`src/rtl/umi_arbiter_if.sv`:
```
// umi_arbiter_if: request/grant handshake bundle between requesters, arbiter and downstream mux.
interface umi_arbiter_if #(
    parameter int N = 4
);
    logic         mode;
    logic [N-1:0] mask;
    logic [N-1:0] umi_in_valid;
    logic [N-1:0] umi_in_ready;
    logic         umi_out_ready;
    logic         umi_out_valid;
    logic [N-1:0] grant;
    modport master (
        output mode, mask, umi_in_valid, umi_out_ready,
        input  umi_in_ready, umi_out_valid, grant
    );
    modport slave (
        input  mode, mask, umi_in_valid, umi_out_ready,
        output umi_in_ready, umi_out_valid, grant
    );
endinterface

```
`src/rtl/umi_arbiter.sv`:
```
// umi_arbiter: round-robin / fixed-priority arbiter producing a one-hot mux select,
// holding the grant until the downstream handshake completes.
module umi_arbiter #(
    parameter int N = 4
) (
    input  logic        clk,
    input  logic        reset,
    umi_arbiter_if.slave bus
);
    typedef enum logic {IDLE, LOCKED} state_t;
    state_t       state_q, state_d;
    logic [N-1:0] lock_q, lock_d;
    logic [N-1:0] last_q, last_d;
    logic [N-1:0] req, thermo, rr_hi, rr, arb, grant;
    logic         hit, xfer;
    function automatic logic [N-1:0] lowest(input logic [N-1:0] v);
        return v & (~v + 1'b1);
    endfunction
    always_comb begin
        req = bus.umi_in_valid & ~bus.mask;
        hit = 1'b0;
        thermo = '0;
        // thermo covers indices at or below the last winner, so the first pass starts just above it
        for (int i = N - 1; i >= 0; i--) begin
            hit = hit | last_q[i];
            thermo[i] = hit;
        end
        rr_hi = lowest(req & ~thermo);
        rr = (rr_hi != '0) ? rr_hi : lowest(req);
        arb = bus.mode ? lowest(req) : rr;
        grant = reset ? '0 : (state_q == LOCKED) ? (lock_q & bus.umi_in_valid) : arb;
        xfer = (grant != '0) & bus.umi_out_ready;
        state_d = (state_q == IDLE) ? (((grant != '0) && !xfer) ? LOCKED : IDLE)
                                    : ((xfer || grant == '0) ? IDLE : LOCKED);
        lock_d = ((state_q == IDLE) && (grant != '0) && !xfer) ? grant : lock_q;
        last_d = xfer ? grant : last_q;
    end
    always_ff @(posedge clk or posedge reset) begin
        if (reset) begin
            state_q <= IDLE;
            lock_q  <= '0;
            last_q  <= N'(1) << (N - 1);
        end else begin
            state_q <= state_d;
            lock_q  <= lock_d;
            last_q  <= last_d;
        end
    end
    assign bus.grant         = grant;
    assign bus.umi_out_valid = |grant;
    assign bus.umi_in_ready  = grant & {N{bus.umi_out_ready}};
endmodule
```
`src/flat_wrapper.sv`:
```
// flat-port wrapper written by rule: the top's interface ports become plain ports
module umi_arbiter_flat 
#(
    parameter int N = 4
)
  (clk, reset, bus_mode, bus_mask, bus_umi_in_valid, bus_umi_out_ready, bus_umi_in_ready, bus_umi_out_valid, bus_grant);
  umi_arbiter_if #(.N(N)) bus_i ();
  input  logic clk;
  input  logic reset;
  input wire logic [$bits(bus_i.mode)-1:0] bus_mode;
  input wire logic [$bits(bus_i.mask)-1:0] bus_mask;
  input wire logic [$bits(bus_i.umi_in_valid)-1:0] bus_umi_in_valid;
  input wire logic [$bits(bus_i.umi_out_ready)-1:0] bus_umi_out_ready;
  output wire logic [$bits(bus_i.umi_in_ready)-1:0] bus_umi_in_ready;
  output wire logic [$bits(bus_i.umi_out_valid)-1:0] bus_umi_out_valid;
  output wire logic [$bits(bus_i.grant)-1:0] bus_grant;
  assign bus_i.mode = bus_mode;
  assign bus_i.mask = bus_mask;
  assign bus_i.umi_in_valid = bus_umi_in_valid;
  assign bus_i.umi_out_ready = bus_umi_out_ready;
  assign bus_umi_in_ready = bus_i.umi_in_ready;
  assign bus_umi_out_valid = bus_i.umi_out_valid;
  assign bus_grant = bus_i.grant;
  umi_arbiter #(.N(N)) u_core (.clk(clk), .reset(reset), .bus(bus_i));
endmodule
```
`config.mk`:
```
export PLATFORM = sky130hd
export DESIGN_NAME = umi_arbiter_flat
export DESIGN_NICKNAME = d
export VERILOG_FILES = /design/src/rtl/umi_arbiter_if.sv /design/src/rtl/umi_arbiter.sv /design/src/flat_wrapper.sv
export SDC_FILE = /design/constraint.sdc
export NUM_CORES = 1
export LEC_CHECK = 0
export ABC_CLOCK_PERIOD_IN_PS = 2900
export CAP_MARGIN = 20
export CORE_MARGIN = 8
export CORE_UTILIZATION = 35
export CTS_BUF_LIST = sky130_fd_sc_hd__clkbuf_16
export DETAILED_ROUTE_END_ITERATION = 12
export HOLD_SLACK_MARGIN = 0.05
export MAX_ROUTING_LAYER = met4
export PLACE_DENSITY = 0.64
export SYNTH_ARGS = -nofsm -noshare
export SYNTH_HDL_FRONTEND = slang
export SYNTH_SLANG_ARGS = --single-unit
```
`constraint.sdc`:
```
create_clock -name clk -period 2.9 [get_ports clk]
set_input_delay 0.29 -clock clk [delete_from_list [all_inputs] [get_ports clk]]
set_output_delay 0.29 -clock clk [all_outputs]
set_load 0.01 [all_outputs]
```
==> flow_metrics.env <==
export IMPL_die_y_um=61.3
export IMPL_power_frac_clock=0.312
export IMPL_yosysTopAreaCell="dfrtp_1"
export IMPL_n_antenna_cell=0
export IMPL_grt_start_max_net_pins=11
export IMPL_fillers=168
export IMPL_rsz0062_at_grt="false"
export IMPL_initial_utilization=0.370
export IMPL_seq_area_frac_synth=0.315
export IMPL_finalInstanceArea_um2=1100
export IMPL_postCtsHoldBufs=0
export IMPL_cp_end_kind="output pin"
export IMPL_ys_warnings_count=0
export IMPL_period_share=0.937
export IMPL_cts_buffers=3
export IMPL_syn_area_um2=719
export IMPL_grt_pass1_wl_um=3320
export IMPL_cts_tree="yes"
export IMPL_antenna_left=0
export IMPL_postLayoutCoreUtil=0.568
export IMPL_drtPass1Iterations=4
export IMPL_crit_type="input pin to output pin"
export IMPL_maxSlewViolCount=0
export IMPL_via_count=696
export IMPL_gp_routability_congestion=0.853
export IMPL_switching_share=0.339
export IMPL_clock_skew_ns=0.000647
export IMPL_syn2layout_area_growth_pct=53.4
export IMPL_num_rows=16
export IMPL_yosysMostFrequentCell="dfrtp_1"
export IMPL_numClockSinks=9
export IMPL_io_pins=21
export IMPL_max_stage_delay_ns=0.48
export IMPL_power_frac_seq=0.341
export IMPL_seq_area_um2=226
export IMPL_power_density_nw_per_um2=700
export IMPL_grt_pass1_vias=710
export IMPL_drt_iter0_markers=21
export IMPL_post_cts_buffers=0
export IMPL_clk_latency_ns=0.24
export IMPL_multi_input_area_um2=494
export IMPL_cts_root_buf="clkbuf_16"
export IMPL_setup_violations_final=0
export IMPL_maxCapViolCount=0
export IMPL_ys_top_cells_by_area="dfrtp_1, nor3_4, nor4b_2"
export IMPL_synth_top_area_frac=0.278
export IMPL_yosysUniqueCellTypes=31
export IMPL_finalHoldViolCount=0
export IMPL_slowest_stage="clkdlybuf4s50_1"
export IMPL_ctsResizeCount=0
export IMPL_avgViaCountPerCell=5.27
export IMPL_die_w_um=61.3
export IMPL_dp_hpwl_um=1540
export IMPL_max_freq_ghz=0.368
export IMPL_vdd_ir_drop_worst_mv=0.487
export IMPL_combPwrFrac=0.348
export IMPL_placed_area_um2=991
export IMPL_cpMostUsedCell="clkdlybuf4s50_1"
export IMPL_antenna_found_initial=0
export IMPL_grt_remaining_overflow=0
export IMPL_synth_fp_nets=89
export IMPL_synth_seq_cells=9
export IMPL_min_period_ns=2.72
export IMPL_synth_edff_count=0
export IMPL_p_int_mw=0.511
export IMPL_cp_required_ns=2.61
export IMPL_synth_main_ff_cell="dfrtp_1"
export IMPL_postSynth_asyncResetShare=1.00
export IMPL_gr_usage_all_layers=0.122
export IMPL_relSlewSlack=0.694
export IMPL_core_area_um2=1940
export IMPL_drive_gt1_frac=0.219
export IMPL_finalSetupTns_ns=0
export IMPL_cp_cell_sequence="clkdlybuf4s50_1 > nor2b_2 > a221oi_2 > a2111oi_4 > nor3_4 > nor4_2 > inv_1 > clkdlybuf4s50_1"
export IMPL_wl_per_cell_um=14.7
export IMPL_start_kind="input pin"
export IMPL_hold_path_class="flop to flop"
export IMPL_synth_common_cells="dfrtp_1, nor2_1, inv_1"
export IMPL_status="finished clean"
export IMPL_htreeDepth=1
export IMPL_route_detailed_drc=0
export IMPL_fin_hold_ws_ns=0.492
export IMPL_leakage_nw=0.480
export IMPL_clock_path_buffers=2
export IMPL_die_area_um2=3760
export IMPL_layout_nets=118
export IMPL_numPortBuffers=20
export IMPL_cp_data_arrival_time_ns=2.43
export IMPL_cp_max_fo=4
export IMPL_avgSynthCellArea_um2=9.34
export IMPL_p_sw_mw=0.262
export IMPL_tightestPinTransition_ns=0.458
export IMPL_postRouteWirelength_um=1930
export IMPL_netlist_instances=77
export IMPL_cts_reportedPaths_clkPinSlew_ns=0.04
stage by stage:
stage / setup slack, ns / total power, mW / std cells
after floorplan: 0.768 / 0.418 / 77
after global placement: 0.0535 / 0.520 / 128
after detailed placement: 0.0521 / 0.522 / 128
after CTS: 0.0405 / 0.769 / 132
after global routing: 0.0164 / 0.824 / 132
final: 0.181 / 0.773 / 132
critical path, delay by kind of cell:
family / cells / cell delay, ns
AO/OA/AOI/OAI: 2 / 0.53
buffers and inverters: 3 / 1.03
AND/OR/NAND/NOR: 3 / 0.57
per-layer routing:
layer	wire [um]	track usage
met5	0	-
met4	31	0.0584
met2	835	0.170
met1	977	0.153
met3	89	0.0418
logic make-up (layout without fill, tap and decap cells):
kind of cell,after synthesis,count (layout),share of synthesized area
and+or+nand+nor,36,36,0.323
buffers and inverters,8,36,0.0417
DFF,9,9,0.315
AOI/OAI and AO/OA,23,23,0.304
muxes,1,1,0.0157
power groups by stage:
stage / Clock (mW) / Sequential, mW / Combinational, mW
4_1_cts: 0.246 / 0.258 / 0.265
2_1_floorplan: 0 / 0.233 / 0.186
3_5_place_dp: 0 / 0.258 / 0.263
5_1_grt: 0.251 / 0.274 / 0.299
3_3_place_gp: 0 / 0.258 / 0.262
6_report: 0.241 / 0.263 / 0.269
final timing paths:
| kind | startpoint | to | slack (ns) | cells past startpoint |
|---|---|---|---|---|
| worst min register to register | u_core.lock_q[0] | u_core.lock_q[0] | 0.49 | 1 |
| min in group asynchronous | reset | u_core.lock_q[0] | 0.61 | 3 |
| worst max register to register | u_core.last_q[2] | u_core.lock_q[0] | 0.52 | 7 |
| worst max-delay path | bus_umi_in_valid[1] | bus_umi_out_valid | 0.18 | 8 |
| worst min-delay path | u_core.lock_q[0] | u_core.lock_q[0] | 0.49 | 1 |
| max in group asynchronous | reset | u_core.last_q[3] | 2.07 | 3 |
final cells by class:
type / instances / share of cell area
repair buffers: 26 / 0.224
multi-input cells: 60 / 0.448
well taps: 27 / 0.0306
clock inverters: 1 / 0.00340
inverters: 6 / 0.0204
clock buffers: 3 / 0.0680
flip-flops and latches: 9 / 0.205
registers in the layout (all words and copies together) (netlist names):
register,count
u_core.last_q,4
u_core.lock_q,4
u_core.state_q,1
cell usage in the layout (no fill, tap or decap), drive strengths merged:
cell,count
a311oi,1
o41ai,1
nor2b,4
nor4,1
nor3,4
nand4,1
nor3b,1
buf,6
a221oi,1
o31ai,4
nand2,5
nand3b,1
a21oi,1
a2111oi,1
inv,7
nand2b,1
clkdlybuf4s50,19
o2111ai,2
a32oi,1
a211o,2
clkbuf,3
nor4b,2
mux2,1
a22o,3
nand3,5
nor2,7
and2,4
o21ai,4
a21o,2
dfstp,1
dfrtp,8
dlymetal6s2s,1
(Power assumes the default switching activity.)
